**config.mk**
```make
export PLATFORM = sky130hd
export DESIGN_NAME = fir_interp2
export DESIGN_NICKNAME = d
export VERILOG_FILES = /design/src/rtl/fir_interp2_pkg.sv /design/src/rtl/fir_interp2_mcm.sv /design/src/rtl/fir_interp2.sv
export SDC_FILE = /design/constraint.sdc
export NUM_CORES = 1
export LEC_CHECK = 0
export ABC_AREA = 0
export ABC_CLOCK_PERIOD_IN_PS = 28200
export CAP_MARGIN = 40
export CORE_UTILIZATION = 30
export DETAILED_ROUTE_END_ITERATION = 10
export PLACE_DENSITY_LB_ADDON = 0.25
export SYNTH_ARGS = -nofsm -noshare
export SYNTH_HDL_FRONTEND = slang
export SYNTH_SLANG_ARGS = --single-unit
```
**constraint.sdc**
```tcl
create_clock -name clk -period 28.2 [get_ports clk]
set_input_delay 2.82 -clock clk [delete_from_list [all_inputs] [get_ports clk]]
set_output_delay 2.82 -clock clk [all_outputs]
set_load 0.05 [all_outputs]
```
**src/rtl/fir_interp2_pkg.sv**
```systemverilog
// fir_interp2_pkg
// Shared definitions for the 2x polyphase interpolator: FSM state encoding,
// default widths and the Q14 coefficient set of the 7-tap symmetric low-pass.
package fir_interp2_pkg;

    localparam int IN_W_D  = 8;
    localparam int ACC_W_D = 24;
    localparam int SHIFT_D = 14;
    localparam int OUT_W_D = 10;

    // Prototype taps h[0..6] = C0 C1 C2 C3 C2 C1 C0 (Q14).
    // Even taps form phase 0, odd taps form phase 1.
    localparam int C0 = -1495;
    localparam int C1 = -942;
    localparam int C2 = 9687;
    localparam int C3 = 18269;

    typedef enum logic [1:0] {
        IDLE = 2'd0,
        PH0  = 2'd1,
        PH1  = 2'd2
    } state_t;

endpackage

```
**src/rtl/fir_interp2_mcm.sv**
```systemverilog
// interp2_mcm
// Combinational multiple-constant multiplier. Produces the four coefficient
// magnitudes needed by the interpolator from one operand, sharing a single
// shift-add graph (9x -> 41x -> 471x) so no multipliers are inferred.
// Ports:
//   x       operand, W bits two's complement
//   p1495   1495 * x
//   p942    942 * x
//   p9687   9687 * x
//   p18269  18269 * x
module interp2_mcm #(
    parameter int W = 24
) (
    input  logic signed [W-1:0] x,
    output logic signed [W-1:0] p1495,
    output logic signed [W-1:0] p942,
    output logic signed [W-1:0] p9687,
    output logic signed [W-1:0] p18269
);

    logic signed [W-1:0] p9;
    logic signed [W-1:0] p41;
    logic signed [W-1:0] p471;

    assign p9     = (x <<< 3) + x;                    // 8 + 1
    assign p41    = (x <<< 5) + p9;                   // 32 + 9
    assign p471   = (x <<< 9) - p41;                  // 512 - 41
    assign p1495  = (x <<< 10) + p471;                // 1024 + 471
    assign p942   = p471 <<< 1;                       // 2 * 471
    assign p9687  = (x <<< 13) + p1495;               // 8192 + 1495
    assign p18269 = (x <<< 14) + (p471 <<< 2) + x;    // 16384 + 1884 + 1

endmodule

```
**src/rtl/fir_interp2.sv**
```systemverilog
// fir_interp2
// 2x polyphase interpolator built on the 7-tap symmetric Q14 low-pass.
// Every accepted input sample yields two output samples, phase 0 then
// phase 1. Both phase sums are computed at accept time and held in
// registers, so backpressure only stalls the FSM and never touches history.
// Ports:
//   clk, rst    clock (rising edge), asynchronous active-high reset
//   in_valid    input sample valid
//   in_ready    block accepts a sample this cycle
//   in_data     signed input sample, IN_W bits
//   out_valid   out_data holds a valid output sample
//   out_ready   downstream accepts out_data this cycle
//   out_data    signed interpolated sample, OUT_W bits
import fir_interp2_pkg::*;

module fir_interp2 #(
    parameter int IN_W  = IN_W_D,
    parameter int ACC_W = ACC_W_D,
    parameter int SHIFT = SHIFT_D,
    parameter int OUT_W = OUT_W_D
) (
    input  logic             clk,
    input  logic             rst,
    input  logic             in_valid,
    output logic             in_ready,
    input  logic [IN_W-1:0]  in_data,
    output logic             out_valid,
    input  logic             out_ready,
    output logic [OUT_W-1:0] out_data
);

    localparam int NTAP = 4;

    state_t                 state;
    logic   [ACC_W-1:0]     dl0, dl1, dl2;
    logic   [ACC_W-1:0]     y0_r, y1_r;
    logic   [ACC_W-1:0]     x_ext;
    logic   [ACC_W-1:0]     y0, y1;
    logic                   accept;

    // tap[0] = x[n], tap[1..3] = x[n-1..n-3]
    logic [NTAP-1:0][ACC_W-1:0] tap;
    logic [NTAP-1:0][ACC_W-1:0] m1495, m942, m9687, m18269;

    assign x_ext = {{(ACC_W-IN_W){in_data[IN_W-1]}}, in_data};
    assign tap   = {dl2, dl1, dl0, x_ext};

    for (genvar i = 0; i < NTAP; i++) begin : g_mcm
        interp2_mcm #(.W(ACC_W)) u_mcm (
            .x      (tap[i]),
            .p1495  (m1495[i]),
            .p942   (m942[i]),
            .p9687  (m9687[i]),
            .p18269 (m18269[i])
        );
    end

    // Phase 0 uses even taps (C0 C2 C2 C0), phase 1 odd taps (C1 C3 C1).
    assign y0 = m9687[1] + m9687[2] - m1495[0] - m1495[3];
    assign y1 = m18269[1] - m942[0] - m942[2];

    // PH1 may hand over directly to a new sample: the last phase-1 output
    // leaves on the same edge the next sample enters, giving no bubble.
    // This makes in_ready combinationally dependent on out_ready.
    assign in_ready  = (state == IDLE) || ((state == PH1) && out_ready);
    assign accept    = in_valid && in_ready;
    assign out_valid = (state != IDLE);

    always_comb begin
        out_data = '0;
        case (state)
            PH0:     out_data = y0_r[SHIFT+OUT_W-1:SHIFT];
            PH1:     out_data = y1_r[SHIFT+OUT_W-1:SHIFT];
            default: out_data = '0;
        endcase
    end

    always_ff @(posedge clk or posedge rst) begin
        if (rst) begin
            state <= IDLE;
            dl0   <= '0;
            dl1   <= '0;
            dl2   <= '0;
            y0_r  <= '0;
            y1_r  <= '0;
        end else if (accept) begin
            y0_r  <= y0;
            y1_r  <= y1;
            dl0   <= x_ext;
            dl1   <= dl0;
            dl2   <= dl1;
            state <= PH0;
        end else begin
            case (state)
                PH0:     if (out_ready) state <= PH1;
                PH1:     if (out_ready) state <= IDLE;
                IDLE:    state <= IDLE;
                default: state <= IDLE;
            endcase
        end
    end

    // Products that no phase sum consumes, plus register bits outside the
    // output slice.
    logic unused_bits;
    assign unused_bits = ^{m1495[2:1], m942[3], m942[1], m9687[3], m9687[0],
                           m18269[3:2], m18269[0], y0_r, y1_r};

endmodule

```
==> flow_metrics.tcl, run 1 <==
set metrics [dict create \
    crit_top_cell "fa_1" \
    drcViolationCount 0 \
    ctsResizeCount 0 \
    grt_use_total 0.163 \
    rrSetupSlack_ps 18710 \
    via_per_inst 4.67 \
    crit_fanout 7 \
    drt_iter0_drc 372 \
    async_reset_ff_frac 1.00 \
    wirelength_um 29400 \
    num_io_pins 24 \
    initial_core_util 0.306 \
    dr.pass1.iters 4 \
    tightest_slew_ps 851 \
    finalCritPeriodShare 0.418 \
    setup_viol 0 \
    core-area_um2 37800 \
    synth_edf_count 0 \
    setup_slack_ps 16420 \
    wl_per_cell_um 16.9 \
    via_count 8112 \
    syn-num-nets 1579 \
    ys_seq_area_frac 0.0997 \
    crit_type "primary input to register" \
    clk_pin_slew_ps 70 \
    status "finished, final reports clean" \
    finalHoldViolations 0 \
    cts_tree "built" \
    fin_crit_ps 11780 \
    insertion_delay_ps 310 \
    n_antenna_cell 0 \
    grt_pass1_vias 8650 \
    clkSinkCount 46 \
    yosysUniqueCellTypes 66 \
    htree_levels 2 \
    clock-root-buffer "clkbuf_16" \
    min_path_type "register to register" \
    grt_max_degree 88 \
    gp_congestion 0.878 \
    hpwl_um 25600 \
    timing.rr.start "dl0[6]" \
    syn_avg_cell_area_um2 9.64 \
    crit_slowest_cell "clkdlybuf4s50_1" \
    place_ws_ps 16070 \
    slew_headroom 0.433 \
    cts_buffers 5 \
    layout-drive-gt1-share 0.0334 \
    fin_nets 1607 \
    design.die.area_um2 39300 \
    ant_nets 0 \
    critPathLaunch "in_data[0]" \
    ctsHoldBuffers 0 \
    arrival_ps 11940 \
    drv_slew 0 \
    reg2reg_depth 31 \
    ys_seq_elements 46 \
    antenna_found_initial 0 \
    max_freq_ghz 0.0849 \
    fin_skew_ps 8.72 \
    fin_area_um2 12600 \
    start_kind "primary input" \
    dieWidth_um 198 \
    rows 71 \
    synthCells 1197 \
    ys_warn_count 0 \
    drv_cap 0 \
    tns_ps 0 \
    grt_pass1_wl_um 47900 \
    globalRouteOverflowTotal 0 \
    die_h_um 198 \
    synth_ff_type "dfrtp_1" \
    area_growth_syn_to_layout_pct 9.32 \
    required_ps 28360 \
    n_fill_cell 3966 \
    end_kind "register" \
    cts_setup_buffers 0 \
    reg2reg_to "y0_r[23]" \
    synth_area_um2 11500 \
    holdCritStartpoint "y0_r[15]" \
    cts_buffer_depth 2 \
    place_area_um2 12500 \
    slowest_delay_ps 690 \
    crit_path_end "y0_r[23]" \
    port_buffers 23 \
    rsz0062_at_grt "no" \
]
## synth_stat cells (4+ instances only)
cell type	instances	share of area
o21ai_0	62	0.027
and2_1	5	0.0027
a21oi_1	37	0.016
nor2_1	36	0.012
inv_1	241	0.078
or3_1	6	0.0033
nand4_1	5	0.0027
a22oi_1	11	0.0072
xor2_1	37	0.028
fa_1	178	0.31
clkbuf_1	10	0.0033
nand3_1	8	0.0035
a21o_1	32	0.021
a211oi_1	6	0.0039
mux2_2	6	0.0059
nor3_1	18	0.0078
nor2b_1	15	0.0081
nand2b_1	9	0.0049
ha_1	192	0.21
dfrtp_1	46	0.10
o211ai_1	4	0.0026
o21a_1	5	0.0033
o21bai_1	14	0.0091
o31ai_1	4	0.0026
xnor2_1	65	0.049
nand2_1	73	0.024
and3_1	10	0.0054
## worst min path at each step
stage	slack, ps	end	cells past startpoint
2_1_floorplan	450	y0_r[18]	2
3_3_place_gp	470	y1_r[18]	2
3_5_place_dp	470	y1_r[17]	2
4_1_cts	490	y1_r[17]	2
5_1_grt	510	y0_r[15]	2
6_report	490	y0_r[15]	2
## routing by layer
metal	global-route usage	up-vias	share of wire
met1	0.215	4066	0.46
met5	0	-	0
met3	0.0116	17	0.026
li1	-	3965	-
met2	0.287	64	0.50
met4	0.0365	0	0.013
## logic make-up after synthesis
family                     after synthesis  synth area share
buffers and inverters                  254            0.0826
DFF                                     46            0.0997
AOI/OAI and AO/OA                      212             0.124
adders and majority gates              370             0.517
muxes                                    6           0.00585
and+or+nand+nor                        203            0.0857
xor gates and xnor gates               106            0.0856
## metrics by stage
step / util / hold WS [ps] / std cells
6_report: 0.334 / 488 / 1737
5_1_grt: 0.334 / 508 / 1737
4_1_cts: 0.334 / 490 / 1737
3_5_place_dp: 0.330 / 475 / 1729
3_3_place_gp: 0.330 / 467 / 1729
2_1_floorplan: - / 449 / 1197
## area by class of cell
class,instances,area [um^2],area share
clock buffers,6,129,0.0102
clock inverters,2,37.5,0.00297
inverters,242,908,0.0720
multi-input cells,897,9450,0.749
flip-flops and latches,46,1150,0.0912
well taps,511,639,0.0507
repair buffers,33,305,0.0242
## flip-flops by register name, indices dropped and copies added, names as in the netlist
name,cells
y0_r,10
y1_r,10
dl0,8
dl1,8
dl2,8
state,2
## critical path: cells and delay by family
kind / cells / cell delay (ps)
and+or+nand+nor: 4 / 570
adders and majority gates: 9 / 4060
buffers and inverters: 7 / 1360
xor gates and xnor gates: 3 / 630
AOI/OAI and AO/OA: 10 / 2460
## placed cells by master (no fill, tap or decap), types with 11 or more instances in the layout
cell,n
a21o_1,32
a21oi_1,37
a22oi_1,11
clkdlybuf4s50_1,23
dfrtp_1,46
fa_1,178
ha_1,192
inv_1,240
nand2_1,72
nor2_1,36
nor2b_1,15
nor3_1,18
o21ai_0,62
o21bai_1,14
xnor2_1,64
xor2_1,37
Power of run 1 is left out: the tool's default activity adds up to more than one toggle a clock period on the data nets, which glitch-free logic cannot reach.
==> run 2, diff against run 1 <==
Settings changed: ABC_CLOCK_PERIOD_IN_PS 28200 to 9500.
Clock period 28.2 ns to 9.5 ns, I/O delays scaled along.
==> run 2 against run 1 <==
Wire length rose by 0.59%; final cell count rose by 1.8%; core utilization rose by 0.63 points; non-clock buffer count rose by 31; sequential share of layout area fell by 0.17 points; first-iteration DRC count fell by 33%; critical path depth fell by 1; count of clock-buffer cells in the layout fell by 1; setup slack got worse by 16000 ps; sequential cell count did not move; via count rose by 0.83%; register-to-register slack got worse by 18000 ps; critical endpoint unchanged; largest cell class unchanged; highest routed layer unchanged.
==> flow_metrics.tcl, run 2 (synthesized netlist as in run 1, its figures left out) <==
set metrics [dict create \
    setup_viol 0 \
    grt_pass1_vias 8766 \
    tightest_slew_ps 836 \
    area_growth_syn_to_layout_pct 11.4 \
    reg2reg_to "y0_r[23]" \
    clkSinkCount 46 \
    wirelength_um 29500 \
    hpwl_um 25900 \
    dieWidth_um 198 \
    reg2reg_depth 31 \
    n_antenna_cell 0 \
    wl_per_cell_um 16.7 \
    initial_core_util 0.306 \
    top_layer_used "met4" \
    place_area_um2 12700 \
    slowest_delay_ps 540 \
    grt_use_total 0.163 \
    final_common_cell "inv_1" \
    timing.rr.start "dl0[4]" \
    via_per_inst 4.63 \
    wl_met1_um 13200 \
    fin_nets 1638 \
    layout.cells.most_common_list "240 x inv_1, 192 x ha_1, 178 x fa_1" \
    cts_setup_buffers 0 \
    rows 71 \
    insertion_delay_ps 310 \
    arrival_ps 9120 \
    dr.pass1.iters 5 \
    cts_buffer_depth 2 \
    fin_crit_ps 8960 \
    wl_met3_um 722 \
    rsz0062_at_grt "no" \
    fin_area_um2 12900 \
    holdWs_ps 482 \
    n_fill_cell 3919 \
    crit_type "primary input to register" \
    crit_fanout 5 \
    gp_congestion 0.841 \
    dp_cells 1760 \
    drcViolationCount 0 \
    reg_top3 "y0_r x10, y1_r x10" \
    drv_slew 0 \
    clock-root-buffer "clkbuf_16" \
    finalNonFillerCells 1768 \
    design.die.area_um2 39300 \
    min_to "y1_r[21]" \
    globalRouteOverflowTotal 0 \
    htree_levels 2 \
    cts_tree "built" \
    antenna_found_initial 0 \
    required_ps 9660 \
    num_io_pins 24 \
    finalCritPeriodShare 0.943 \
    fin_util 0.341 \
    drt_iter0_drc 249 \
    status "finished, final reports clean" \
    whs_path_depth 2 \
    min_path_type "register to register" \
    grt_pass1_wl_um 48200 \
    grt_max_degree 88 \
    holdCritStartpoint "y1_r[21]" \
    finalHoldViolations 0 \
    slew_headroom 0.443 \
    routed-wl-met2_um 14900 \
    crit_slowest_cell "fa_1" \
    layout-drive-gt1-share 0.0613 \
    cts_buffers 5 \
    fin_skew_ps 7.23 \
    crit_top_cell "fa_1" \
    clk_pin_slew_ps 70 \
    die_h_um 198 \
    drv_cap 0 \
    via_count 8179 \
    ant_nets 0 \
    start_kind "primary input" \
    rrSetupSlack_ps 790 \
    port_buffers 23 \
    max_freq_ghz 0.112 \
    core-area_um2 37800 \
    end_kind "register" \
]
-- run 2: cell count changes in the layout (fill, tap and decap cells not counted), sizes merged --
| cell | delta |
|---|---|
| clkbuf | -1 |
| clkinv | +2 |
| bufinv | -1 |
| buf | +31 |
-- run 2: stage by stage --
step | TNS, ps | setup WS, ps
global placement | 0 | 87.7
global route | 0 | 34.6
detailed placement | -42.1 | -42.1
floorplan | 0 | 417
finish | 0 | 540
CTS | 0 | 255
-- run 2: worst max-delay path by stage --
stage                          start        to  slack [ps]  cells after the start
final                     in_data[0]  y0_r[23]         540                     32
after global routing      in_data[0]  y0_r[23]          30                     32
after CTS                 in_data[0]  y0_r[23]         260                     33
after detailed placement  in_data[0]  y0_r[23]         -40                     33
after global placement    in_data[0]  y0_r[23]          90                     33
after floorplan               dl0[7]  y0_r[23]         420                     30
-- run 2: timing repair --
item | 4_1_cts | 5_1_grt
hold buffers | 0 | 0
resized for setup | 0 | 6
setup endpoints to repair | 0 | 6
endpoints found under the hold margin | 0 | 0
-- run 2: area by class of cell --
| type | count | area, um^2 | share of cell area |
|---|---|---|---|
| Inverter | 242 | 908 | 0.0707 |
| Tap cell | 511 | 639 | 0.0497 |
| Clock buffer | 5 | 125 | 0.00973 |
| Multi-Input combinational cell | 897 | 9470 | 0.737 |
| Clock inverter | 3 | 21.3 | 0.00165 |
| Sequential cell | 46 | 1150 | 0.0895 |
| Timing Repair Buffer | 64 | 538 | 0.0418 |
-- run 2: worst max-delay path: cells and delay by family --
family,cells,cell delay (ps)
adders and majority gates,9,3940
AOI/OAI and AO/OA,10,2100
buffers and inverters,6,1000
and+or+nand+nor,4,590
xor gates and xnor gates,3,540
-- run 2: layer usage --
layer / track usage / vias to the layer above
met5: 0 / -
met4: 0.0468 / 0
met3: 0.0131 / 31
met2: 0.297 / 76
met1: 0.204 / 4036
li1: - / 4036
Power of run 2 is left out for the same reason.
